[src/rtl/apb_regfile_slave.sv]
// APB3 slave front-end for the 8x8-bit register file: one setup latch, programmable wait states.
// Optional APB_PSLVERR_EN flags misaligned / out-of-range addresses with pslverr.
module apb_regfile_slave #(
  parameter int unsigned WAIT_STATES = 1,
  parameter int unsigned ADDR_W      = 8
) (
  input  logic              clk,
  input  logic              rst,
  input  logic              psel,
  input  logic              penable,
  input  logic              pwrite,
  input  logic [ADDR_W-1:0] paddr,
  input  logic [7:0]        pwdata,
  output logic [7:0]        prdata,
  output logic              pready,
  output logic              pslverr,
  output logic [2:0]        reg_write_addr,
  output logic [7:0]        reg_write_data,
  output logic              reg_write_en,
  output logic [2:0]        reg_read_addr,
  input  logic [7:0]        reg_read_data
);

  typedef enum logic {IDLE, ACCESS} state_t;

  localparam logic [3:0] WS_INIT = 4'(WAIT_STATES);

  state_t      state;
  logic [3:0]  cnt;
  logic [2:0]  idx;
  logic [7:0]  wdata_q;
  logic        write_q;
  logic        err_q;
  logic        addr_err;
  logic        done;

`ifdef APB_PSLVERR_EN
  assign addr_err = (paddr[1:0] != 2'b00) || ((paddr >> 5) != '0);
`else
  logic unused_addr_bits;
  assign addr_err         = 1'b0;
  assign unused_addr_bits = ^{paddr[ADDR_W-1:5], paddr[1:0]};
`endif

  always_ff @(posedge clk or posedge rst) begin
    if (rst) begin
      state   <= IDLE;
      cnt     <= '0;
      idx     <= '0;
      wdata_q <= '0;
      write_q <= 1'b0;
      err_q   <= 1'b0;
    end else begin
      case (state)
        IDLE: begin
          if (psel && !penable) begin
            idx     <= paddr[4:2];
            write_q <= pwrite;
            wdata_q <= pwdata;
            err_q   <= addr_err;
            cnt     <= WS_INIT;
            state   <= ACCESS;
          end
        end
        ACCESS: begin
          // Dropping psel before completion aborts the transfer with no side effects.
          if (!psel)
            state <= IDLE;
          else if (cnt != '0)
            cnt <= cnt - 4'd1;
          else if (penable)
            state <= IDLE;
        end
        default: state <= IDLE;
      endcase
    end
  end

  always_comb begin
    done           = (state == ACCESS) && (cnt == '0) && psel && penable;
    pready         = done;
    pslverr        = done && err_q;
    reg_write_en   = done && write_q && !err_q;
    prdata         = (done && !write_q && !err_q) ? reg_read_data : '0;
    reg_write_addr = idx;
    reg_write_data = wdata_q;
    reg_read_addr  = idx;
  end

endmodule

[config.mk]
export PLATFORM = sky130hd
export DESIGN_NAME = apb_regfile_slave
export DESIGN_NICKNAME = d
export VERILOG_FILES = /design/src/rtl/apb_regfile_slave.sv
export SDC_FILE = /design/constraint.sdc
export NUM_CORES = 1
export LEC_CHECK = 0
export ABC_AREA = 1
export ABC_CLOCK_PERIOD_IN_PS = 2100
export CORE_UTILIZATION = 37
export CTS_CLUSTER_DIAMETER = 30
export CTS_CLUSTER_SIZE = 30
export DETAILED_ROUTE_END_ITERATION = 10
export GPL_TIMING_DRIVEN = 0
export PLACE_DENSITY = 0.79
export SYNTH_ARGS = -nofsm -noshare
export SYNTH_HDL_FRONTEND = slang
export SYNTH_SLANG_ARGS = --single-unit
[constraint.sdc]
create_clock -name clk -period 2.1 [get_ports clk]
set_input_delay 0.525 -clock clk [delete_from_list [all_inputs] [get_ports clk]]
set_output_delay 0.525 -clock clk [all_outputs]
set_load 0.05 [all_outputs]
# Yosys cells after proc, flatten, opt, wreduce, memory -nomap -nowiden
# Index checks and enable logic that the tools add are counted.
# Widths: inputs -> output; s select.
dict set report word_totals {
  reg_bits 17
  output_inout_bits 25
  in_bits 29
  wordCells 32
}
dict set report classes {
  eq_ne 3
  mux 10
  bitwise 1
  reduce_logical 12
  addsub 1
}
# cell n
set op_table {}
lappend op_table {{$mux 4} 3}
lappend op_table {{$mux 8} 1}
lappend op_table {{$pmux 4 s2} 1}
lappend op_table {{$logic_and 1x1->1} 6}
lappend op_table {{$logic_not 4->1} 1}
lappend op_table {{$mux 1} 4}
lappend op_table {{$ne 2x2->1 const B} 2}
lappend op_table {{$reduce_bool 4->1} 1}
lappend op_table {{$sub 4x1->4 const B} 1}
lappend op_table {{$reduce_and 3->1} 1}
lappend op_table {{$logic_not 1->1} 2}
lappend op_table {{$ne 2x1->1 const B} 1}
lappend op_table {{$pmux 1 s2} 1}
lappend op_table {{$reduce_and 2->1} 1}
lappend op_table {{$not 1->1} 1}

# Longest topological paths before layout
# Gate-level depths: netlist (run 1).
dict set report depth {
  depth_word 6
  mapped_depth 8
}

# Worst setup path after synthesis (run 1)
# Ideal clock, no wire load.
dict set report synth_timing {
  kind {reg2out}
  start {register cnt[0]}
  end {output prdata[0]}
  required_time_ns 1.575
  arrival_ns 2.394
  stages_incl_launch_ff 7
  setup_slack_ns -0.819
  cell_sequence {dfrtp_1 > inv_1 > ha_1 > nand3_1 > nor3_2 > nand2_2 > nor2_1}
}
dict set report synth_between {
  elab_chain_len 6
}
# item line_no
set synth_rtl {}
lappend synth_rtl {{from (decl)} 29} ;# logic [3:0] cnt;
lappend synth_rtl {{from (signal assigned)} 70} ;# cnt <= cnt - 4'd1;
lappend synth_rtl {{$logic_not 4->1} 80} ;# done = (state == ACCESS) && (cnt == '0) && psel && penable;
lappend synth_rtl {{$logic_and 1x1->1 (3 in a row)} 80}
lappend synth_rtl {{named net pready} 15} ;# output logic pready,
lappend synth_rtl {{$logic_and 1x1->1} 84} ;# prdata = (done && !write_q && !err_q) ? reg_read_data : '0;
lappend synth_rtl {{$mux 8} 84}
lappend synth_rtl {{to (decl)} 14} ;# output logic [7:0] prdata,
# The timed path passes the listed nets, and every way through them passes these cells.

# Worst setup path after layout (run 1)
dict set report layout_timing {
  start {register cnt[0]}
  end {output prdata[0]}
}
dict set report layout_between {
  elab_chain_len 6
}
# item line_no
set layout_rtl {}
lappend layout_rtl {{$logic_not 4->1} 80}
lappend layout_rtl {{$logic_and 1x1->1 (3 in a row)} 80}
lappend layout_rtl {{$logic_and 1x1->1} 84}
lappend layout_rtl {{$mux 8} 84}
# No other way between the ends.

==> results.py, run 1 <==
metrics = {
    "global_routing": {
        "grt_max_degree": 18,
        "antenna_found_initial": 0,
        "grt_pass1_vias": 912,
        "grt.overflow.total": 0,
        "grt_util_all_layers": 0.188,
        "grt_pass1_wl_microns": 3730,
    },
    "clocking": {
        "cts-buffers-inserted": 3,
        "clk_latency_ns": 0.29,
        "cts_max_path_buffers": 2,
        "cts-root-buf": "clkbuf_4",
        "cts.htree.levels": 1,
        "cts_hold_buf": 0,
        "clkTransAtPathRegs_ns": 0.10,
        "cts_tree": "yes",
        "cts_sinks": 17,
    },
    "critical_path": {
        "worstPathBufferInverterCount": 2,
        "slowest_delay_ns": 0.40,
        "critical_path_peak_fanout": 8,
        "path_cells": "inv_2, ha_4, nand3_4, nor3_4, nand2_4, nor2_4, buf_8",
        "path_delay_family": "simple AND/OR/NAND/NOR gates",
        "crit_arrival_ns": 1.66,
        "crit_slowest_cell": "dfrtp_1",
        "startpoint_type": "flip-flop",
        "crit_path_end_kind": "output port",
        "crit_type": "reg2out",
        "cp_data_required_time_ns": 1.57,
    },
    "yosys": {
        "syn-instance-count": 114,
        "ys_ff_latch": 17,
        "avgSynthCellArea_sq_um": 8.18,
        "ys_seq_area_frac": 0.456,
        "synth.cell_area_sq_um": 932,
        "ys_warn_count": 0,
        "synth_nets": 144,
        "synthDistinctLibCells": 20,
    },
    "timing": {
        "fin_hold_ws_ns": 0.488,
        "rsz0062_at_grt": "true",
        "setup_viol": 8,
        "post-route-worst-setup-slack_ns": -0.0849,
        "maxSlewViolCount": 0,
        "fin_crit_ns": 2.18,
        "worst_pin_slew_ns": 0.636,
        "fmax_mhz": 458,
        "relSlewSlack": 0.576,
        "finalHoldViolCount": 0,
        "finalCritPeriodShare": 1.04,
        "finClkSkew_ns": 0.00856,
    },
    "finish": {
        "stdcell_count": 199,
        "layout.nets": 202,
        "drive_gt1_frac": 0.327,
        "diodes": 0,
        "most-common-layout-cells": "clkdlybuf4s50_1, inv_1, nand2_1",
        "design_area_sq_um": 1630,
        "area.growth.synth_to_final_pct": 75.3,
        "layout_commonest_cell": "clkdlybuf4s50_1",
    },
    "power": {
        "leakagePower_nw": 0.836,
        "powerDensity_nw_per_um2": 998,
        "p_total_mw": 1.63,
        "peakVddDrop_uv": 661,
    },
    "place": {
        "dpl_cell_area_sq_um": 1540,
        "place_congestion": 0.752,
        "dp_cells": 189,
        "dp_hpwl_microns": 1680,
        "port-buffer-count": 47,
    },
    "run_status": {
        "outcome": "finished, violations left",
        "violations": "setup timing",
    },
    "routing": {
        "wl_per_cell_microns": 11.2,
        "drtPass1Iterations": 4,
        "num_vias": 890,
        "drc": 0,
        "ant_nets": 0,
        "routed_wirelength_microns": 2220,
        "dr.first_iter.drc_count": 11,
        "routed_via_density": 4.47,
    },
    "floorplanning": {
        "ios": 54,
        "rows": 17,
        "die_area_sq_um": 2720,
        "core_sq_um": 2300,
        "start_util": 0.406,
        "die_h_microns": 52.2,
        "die_x_microns": 52.2,
    },
    "worst_hold_path": {
        "min_path_type": "reg2reg",
    },
    "flow_run": {
        "cap_violations": 0,
    },
}
==> worst reg2reg max path: cells and delay by family (launching register included) <==
family	cells	cell delay (ns)
simple gates	4	0.33
fa+ha+maj	1	0.15
flops	1	0.40
compound gates	1	0.08
buf+inv	3	0.23
==> Yosys cell counts (all sizes together) <==
| master | count | share of area |
|---|---|---|
| inv | 28 | 0.11 |
| nand2 | 24 | 0.099 |
| dfrtp | 17 | 0.46 |
| o21ai | 14 | 0.12 |
| nor2 | 11 | 0.044 |
| buf | 7 | 0.078 |
| nand3 | 5 | 0.027 |
| a21oi | 2 | 0.015 |
| conb | 1 | 0.0040 |
| ha | 1 | 0.013 |
| nand4 | 1 | 0.0067 |
| nor3 | 1 | 0.011 |
| nor4 | 1 | 0.0067 |
| or2 | 1 | 0.0067 |
==> cell families (layout without fill, tap and decap cells) <==
group           Yosys count  count (layout)  share of synthesized area
buf+inv                  35              92                      0.191
simple gates             44              44                      0.201
flops                    17              17                      0.456
fa+ha+maj                 1               1                     0.0134
other cells               1               1                    0.00402
compound gates           16              16                      0.134
==> flip-flops by register name, summed over array words and instances (netlist names) <==
signal and cells:
reg_write_data 8, reg_read_addr 3, state 1, cnt 4, write_q 1
==> metrics by stage <==
step	util	setup TNS (ns)	setup slack [ns]
after global placement	0.670	-8.91	-0.961
after CTS	0.705	-1.28	-0.184
after global routing	0.711	-1.27	-0.164
after detailed placement	0.670	-9.19	-0.989
final	0.711	-0.566	-0.0849
after floorplan	-	-2.08	-0.276
==> power breakdown <==
group	switching, mW	internal [mW]	total (mW)
clock network	0.107	0.0708	0.177
registers	0.0687	0.426	0.495
logic	0.572	0.387	0.959
==> repair_timing <==
item,4_1_cts,5_1_grt
setup endpoints to repair,12,11
pin swaps,7,4
buffers inserted,6,0
resized for setup,75,4
==> area by class of cell <==
cell class / instances / area [sq um]
inverter: 28 / 105
clock buffer: 3 / 22.5
sequential: 17 / 425
clock inverter: 1 / 5.00
buffer: 7 / 72.6
fill: 166 / 663
multi-input combinational: 62 / 434
tap: 28 / 35.0
timing repair buffer: 53 / 534
==> layer usage <==
layer | vias to the layer above | track usage | wire [microns]
met5 | - | 0 | 0
met1 | 403 | 0.203 | 895
met2 | 31 | 0.363 | 1200
li1 | 452 | - | -
met3 | 4 | 0.0145 | 86
met4 | 0 | 0.0921 | 40
==> final timing paths <==
check                                        from                 to  slack [ns]  cells past startpoint
worst max-delay path                       cnt[0]          prdata[0]       -0.08                      7
worst min-delay path            reg_write_data[1]  reg_write_data[1]        0.49                      2
worst max register to register             cnt[0]             cnt[3]        0.83                      9
worst min register to register  reg_write_data[1]  reg_write_data[1]        0.49                      2
max in group asynchronous                     rst  reg_write_data[3]        1.08                      2
min in group asynchronous                     rst            write_q        0.61                      2
Power figures use the tool's default switching activity.
==> run 2: changes to the inputs <==
--- a/config.mk
+++ b/config.mk
@@ -8,7 +8,7 @@
 export ABC_AREA = 1
 export ABC_CLOCK_PERIOD_IN_PS = 2100
 export CORE_UTILIZATION = 37
-export CTS_CLUSTER_DIAMETER = 30
+export CTS_CLUSTER_DIAMETER = 80
 export CTS_CLUSTER_SIZE = 30
 export DETAILED_ROUTE_END_ITERATION = 10
 export GPL_TIMING_DRIVEN = 0
==> results of run 2 <==
No change in the layout: final DEF, timing and power equal those of run 1.
==> RTL edit 1 (settings of run 2) <==
Add a define of `APB_PSLVERR_EN`.
--- a/src/rtl/apb_regfile_slave.sv
+++ b/src/rtl/apb_regfile_slave.sv
@@ -1,5 +1,7 @@
 // APB3 slave front-end for the 8x8-bit register file: one setup latch, programmable wait states.
 // Optional APB_PSLVERR_EN flags misaligned / out-of-range addresses with pslverr.
+`define APB_PSLVERR_EN
+
 module apb_regfile_slave #(
   parameter int unsigned WAIT_STATES = 1,
   parameter int unsigned ADDR_W      = 8
Behaviour: not the same (a bounded check fails within 4 cycles, from zero or initial values and one cycle with rst high).
==> RTL edit 1 against run 2 <==
Synthesized cell count rose by 7.9%. Power rose by 9.9%. Synthesized area rose by 1.3%. Largest cell class unchanged. Routed wire length rose by 14%. Worst setup slack got worse by 35 ps. Sequential cell count rose by 1. Critical path type unchanged. The run still ends with setup timing left. Design area rose by 5.4%.
==> RTL edit 1: results (changes against run 2) <==
grt_pass1_vias: 1024  # +12%
largest_reg_flops: 8  # unchanged
root_buffer: "clkbuf_4"
tns_ps: -893  # -327 ps
n_antenna_cell: 0  # unchanged
cts_made_buffers: 3  # unchanged
wl_microns: 2530  # +14%
status: "finished with violations"
synth_xor_area_share_pct: 0  # unchanged
critPathLaunchType: "flip-flop"
yosys.area_share.adder_pct: 1.32  # -0.018 points
timing.rr.start: "cnt[0]"
met1_usage_pct: 22.5  # +2.3 points
violations: "setup timing"
place_inst: 204  # +7.9%
htree_num_levels: 1  # unchanged
use_met3_pct: 6.09  # +4.6 points
setup_viol: 9  # +1
peakVddDrop_mv: 0.807  # +22%
layout-drive-gt1-share_pct: 29.3  # -3.4 points
synth_top_family_by_area: "simple AND/OR/NAND/NOR gates"
first_pass_iters: 4  # unchanged
internal-power_uw: 999  # +13%
postCtsResizedCells: 84  # +12%
grt.total_usage_pct: 20.5  # +1.7 points
ys_seq_area_share_pct: 47.7  # +2.0 points
synthCells: 123  # +7.9%
grt_max_degree: 19  # +1
critical_path_arrival_ps: 1690  # +30 ps
synth_common_cells: "nand2_1, dfrtp_1, inv_1"
leakage_uw: 0.000859  # +2.8%
antenna_found_initial: 0  # unchanged
dpl.hpwl_microns: 1980  # +18%
syn_nets: 153  # +6.3%
cts_max_path_buffers: 2  # unchanged
muxShareOfSynthArea_pct: 0  # unchanged
gp_congestion: 0.786  # +4.6%
final_nets: 222  # +9.9%
post_cts_buffers: 7  # +1
via_per_inst: 4.55  # +1.8%
ys_types: 18  # -10%
synth_area_leaders: "dfrtp_1, nand2_1, inv_1"
grt_pass1_wl_microns: 4120  # +11%
cts.clk_slew.worst_paths_ps: 100  # about the same
yosysWarnings: 0  # unchanged
place_area_sq_mm: 0.00157  # +1.9%
finalWorstSetupSlack_ps: -120  # -35.0 ps
async_flop_share_pct: 100  # unchanged
wl_per_cell_microns: 11.6  # +3.6%
drtIter0Drc: 11  # unchanged
tightestPinTransition_ps: 675  # +39.5 ps
io_buffers: 53  # +13%
grt_use_met2_pct: 38.0  # +1.6 points
fin_skew_ps: 2.60  # -5.96 ps
insertion_delay_ps: 300
synth_compound_area_share_pct: 3.71  # -9.7 points
hp-start: "reg_write_data[1]"
pre_cts_slack_ps: -916  # +73.1 ps
-- RTL edit 1: cell types whose count changed in the layout (fill, tap and decap cells not counted), sizes merged, moves of 4 or more --
cell,before,now
nand2,24,48
inv,28,20
o21ai,14,6
clkdlybuf4s50,32,37
buf,23,27
nor2,11,15
-- RTL edit 1: worst max-delay path: stages, from the launching register on --
cell and delay, ps:
dfrtp_1 410, inv_2 80, ha_4 140, nand3_4 90
inv_2 80, nand4_4 220, nor2_2 190, buf_6 170
-- RTL edit 1: cells by family (layout without fill, tap and decap cells) --
family	Yosys count	after routing
AO/OA/AOI/OAI	7	7
adder cells (fa/ha/maj)	1	1
buffers and inverters	25	93
flip-flops	18	18
AND/OR/NAND/NOR	72	72
-- RTL edit 1: layout make-up --
cell class	count	area [sq um]
repair buffers	64	617
inverters	20	75.1
fillers	164	597
well taps	28	35.0
plain buffers	5	41.3
multi-input cells	80	465
flip-flops and latches	18	452
clock buffers	4	36.3
-- RTL edit 1: worst paths after layout --
path / endpoint / slack, ps / depth (start not counted)
max: prdata[2] / -120 / 7
min: reg_write_data[1] / 480 / 2
max reg2reg: cnt[3] / 730 / 9
min reg2reg: reg_write_data[1] / 480 / 2
max in group asynchronous: state / 1020 / 2
min in group asynchronous: reg_write_data[2] / 610 / 2
-- RTL edit 1: power by group through the flow --
stage | Clock [uW] | Sequential, uW | Combinational [uW]
2_1_floorplan | 0 | 720 | 417
3_3_place_gp | 0 | 530 | 857
3_5_place_dp | 0 | 538 | 889
4_1_cts | 222 | 527 | 976
5_1_grt | 243 | 544 | 1120
6_report | 218 | 530 | 1050
-- RTL edit 1: per-layer routing --
metal	share of wire (%)	routed length, microns	vias up
li1	-	-	504
met1	41	1040	468
met2	54	1370	21
met3	3.8	97	4
met4	1.3	32	0
met5	0	0	-
==> RTL edit 2 (flow settings as in run 2) <==
Without the edit above. Make the reset (`rst`) synchronous in one clocked block.
--- a/src/rtl/apb_regfile_slave.sv
+++ b/src/rtl/apb_regfile_slave.sv
@@ -42,7 +42,7 @@
   assign unused_addr_bits = ^{paddr[ADDR_W-1:5], paddr[1:0]};
 `endif
 
-  always_ff @(posedge clk or posedge rst) begin
+  always_ff @(posedge clk) begin
     if (rst) begin
       state   <= IDLE;
       cnt     <= '0;
Function: differs if rst is asserted again (counterexample within 4 cycles, from zero or initial values and one cycle with rst high); with rst held inactive, the same outputs for 10 cycles.
==> RTL edit 2 against run 2 <==
Routed wire length increased by 15%. Critical path depth unchanged. Sequential share of layout area decreased by 3.6 points. First-iteration DRC count decreased by 18%. Design area decreased by 5.7%. Critical path type unchanged. Maximum frequency increased by 4.2%. Sequential cell count unchanged. Worst setup slack improved by 88 ps. Synthesized area decreased by 9.0%.
Power is not compared: it rests on default switching activity, and its combinational part moved more than twofold at a synthesized area within 25%.
==> RTL edit 2: results (changes against run 2) <==
status: "completed"
first_pass_iters: 4  # unchanged
drtIter0Drc: 9  # -2
worstPathMaxFanout: 8  # unchanged
antenna_found_initial: 0  # unchanged
ys_seq_area_share_pct: 40.1  # -5.5 points
min_path_type: "flip-flop to flip-flop"
cts_max_path_buffers: 2  # unchanged
vias: 960  # +7.9%
relSlewSlack_pct: 65.1  # +7.6 points
timing.rr.start: "cnt[0]"
leakage_uw: 0.000705
grt_max_degree: 11  # -7
layout-drive-gt1-share_pct: 27.6  # -5.1 points
htree_num_levels: 1  # unchanged
ys.flop_type: "dfxtp_1"
cts.clk_slew.worst_paths_ps: 100  # about the same
wl_per_cell_microns: 12.3  # +9.7%
cp-endpoint: "prdata[6]"
io_buffers: 47  # unchanged
setup.worst_path.class: "flip-flop to output port"
final_nets: 212  # +5.0%
dpl.hpwl_microns: 1960  # +17%
r2r_end: "cnt[1]"
root_buffer: "clkbuf_4"
largest_reg_flops: 8  # unchanged
fin_skew_ps: 10.9  # +2.31 ps
gp_congestion: 0.797  # +6.0%
n_antenna_cell: 0  # unchanged
insertion_delay_ps: 290  # about the same
synth_common_cells: "inv_1, dfxtp_1, nand2_1"
reg2reg_depth: 8  # -1
syn_nets: 155  # +7.6%
peakVddDrop_mv: 0.596
grt_pass1_vias: 852  # -6.6%
critical_path_arrival_ps: 1570  # -90 ps
synth_area_leaders: "dfxtp_1, inv_1, a21oi_1"
grt_pass1_wl_microns: 3910  # +5.0%
ys_types: 19  # -5.0%
grt.total_usage_pct: 21.1  # +2.3 points
yosysWarnings: 0  # unchanged
setup_viol: 0  # -8
cts_made_buffers: 3  # unchanged
r2r_slack_ps: 830  # about the same
async_flop_share_pct: 0  # -100 points
[RTL edit 2: what timing repair did]
item | in CTS | in global routing
endpoints found under the hold margin | 0 | 0
endpoints found under the setup margin | 10 | 12
buffers inserted | 4 | 1
pin swaps | 6 | 3
resized for setup | 77 | 5
[RTL edit 2: layout make-up]
type / instances / area [sq um]
plain buffers: 7 / 46.3
flip-flops and latches: 17 / 345
inverters: 30 / 113
repair buffers: 52 / 533
well taps: 27 / 33.8
fillers: 164 / 522
clock buffers: 4 / 26.3
multi-input cells: 71 / 443
[RTL edit 2: worst max-delay path, stage by stage, from the launching register on]
cell	delay (ps)
dfxtp_2	340
inv_2	70
ha_4	150
nand2_4	70
nor3_4	170
nand2_4	180
nor2_4	140
buf_8	150
[RTL edit 2: per-layer routing]
| metal | up-vias | GRT usage, % | share of wire (%) |
|---|---|---|---|
| li1 | 493 | - | - |
| met4 | 0 | 2.86 | 0.24 |
| met3 | 2 | 5.86 | 3.9 |
| met1 | 437 | 24.1 | 41 |
| met2 | 28 | 39.2 | 55 |
| met5 | - | 0 | 0 |
[RTL edit 2: logic make-up after synthesis]
family | Yosys count | synth area share (%)
AOI/OAI and AO/OA | 29 | 17.8
adders and majority gates | 1 | 1.47
and+or+nand+nor | 40 | 21.4
other | 1 | 0.442
DFF | 17 | 40.1
buffers and inverters | 37 | 18.7
[RTL edit 2: power breakdown]
group,leakage [uW],switching [uW],internal (uW),total [uW]
clock network,0.0000150,99.8,73.8,174
logic,0.000549,164,118,282
registers,0.000141,14.9,345,360
[RTL edit 2: per-stage QoR]
| step | instances | util (%) | cell area (sq um) | TNS, ps | setup WS (ps) |
|---|---|---|---|---|---|
| global placement | 199 | 69.8 | 1440 | -8710 | -942 |
| floorplan | 125 | - | 935 | -1320 | -181 |
| finish | 208 | 74.7 | 1540 | 0 | 3.05 |
| CTS | 207 | 73.7 | 1520 | -276 | -59.9 |
| global route | 208 | 74.7 | 1540 | -671 | -92.4 |
| detailed placement | 199 | 69.8 | 1440 | -8950 | -965 |
[RTL edit 2: worst min path at each step]
stage                 startpoint  depth (start not counted)  slack [ps]           endpoint
2_1_floorplan             cnt[1]                          2         460             cnt[1]
3_3_place_gp   reg_write_data[0]                          2         430  reg_write_data[0]
3_5_place_dp   reg_write_data[1]                          2         440  reg_write_data[1]
4_1_cts        reg_write_data[0]                          2         450  reg_write_data[0]
5_1_grt        reg_write_data[0]                          2         480  reg_write_data[0]
6_report       reg_write_data[3]                          2         450  reg_write_data[3]
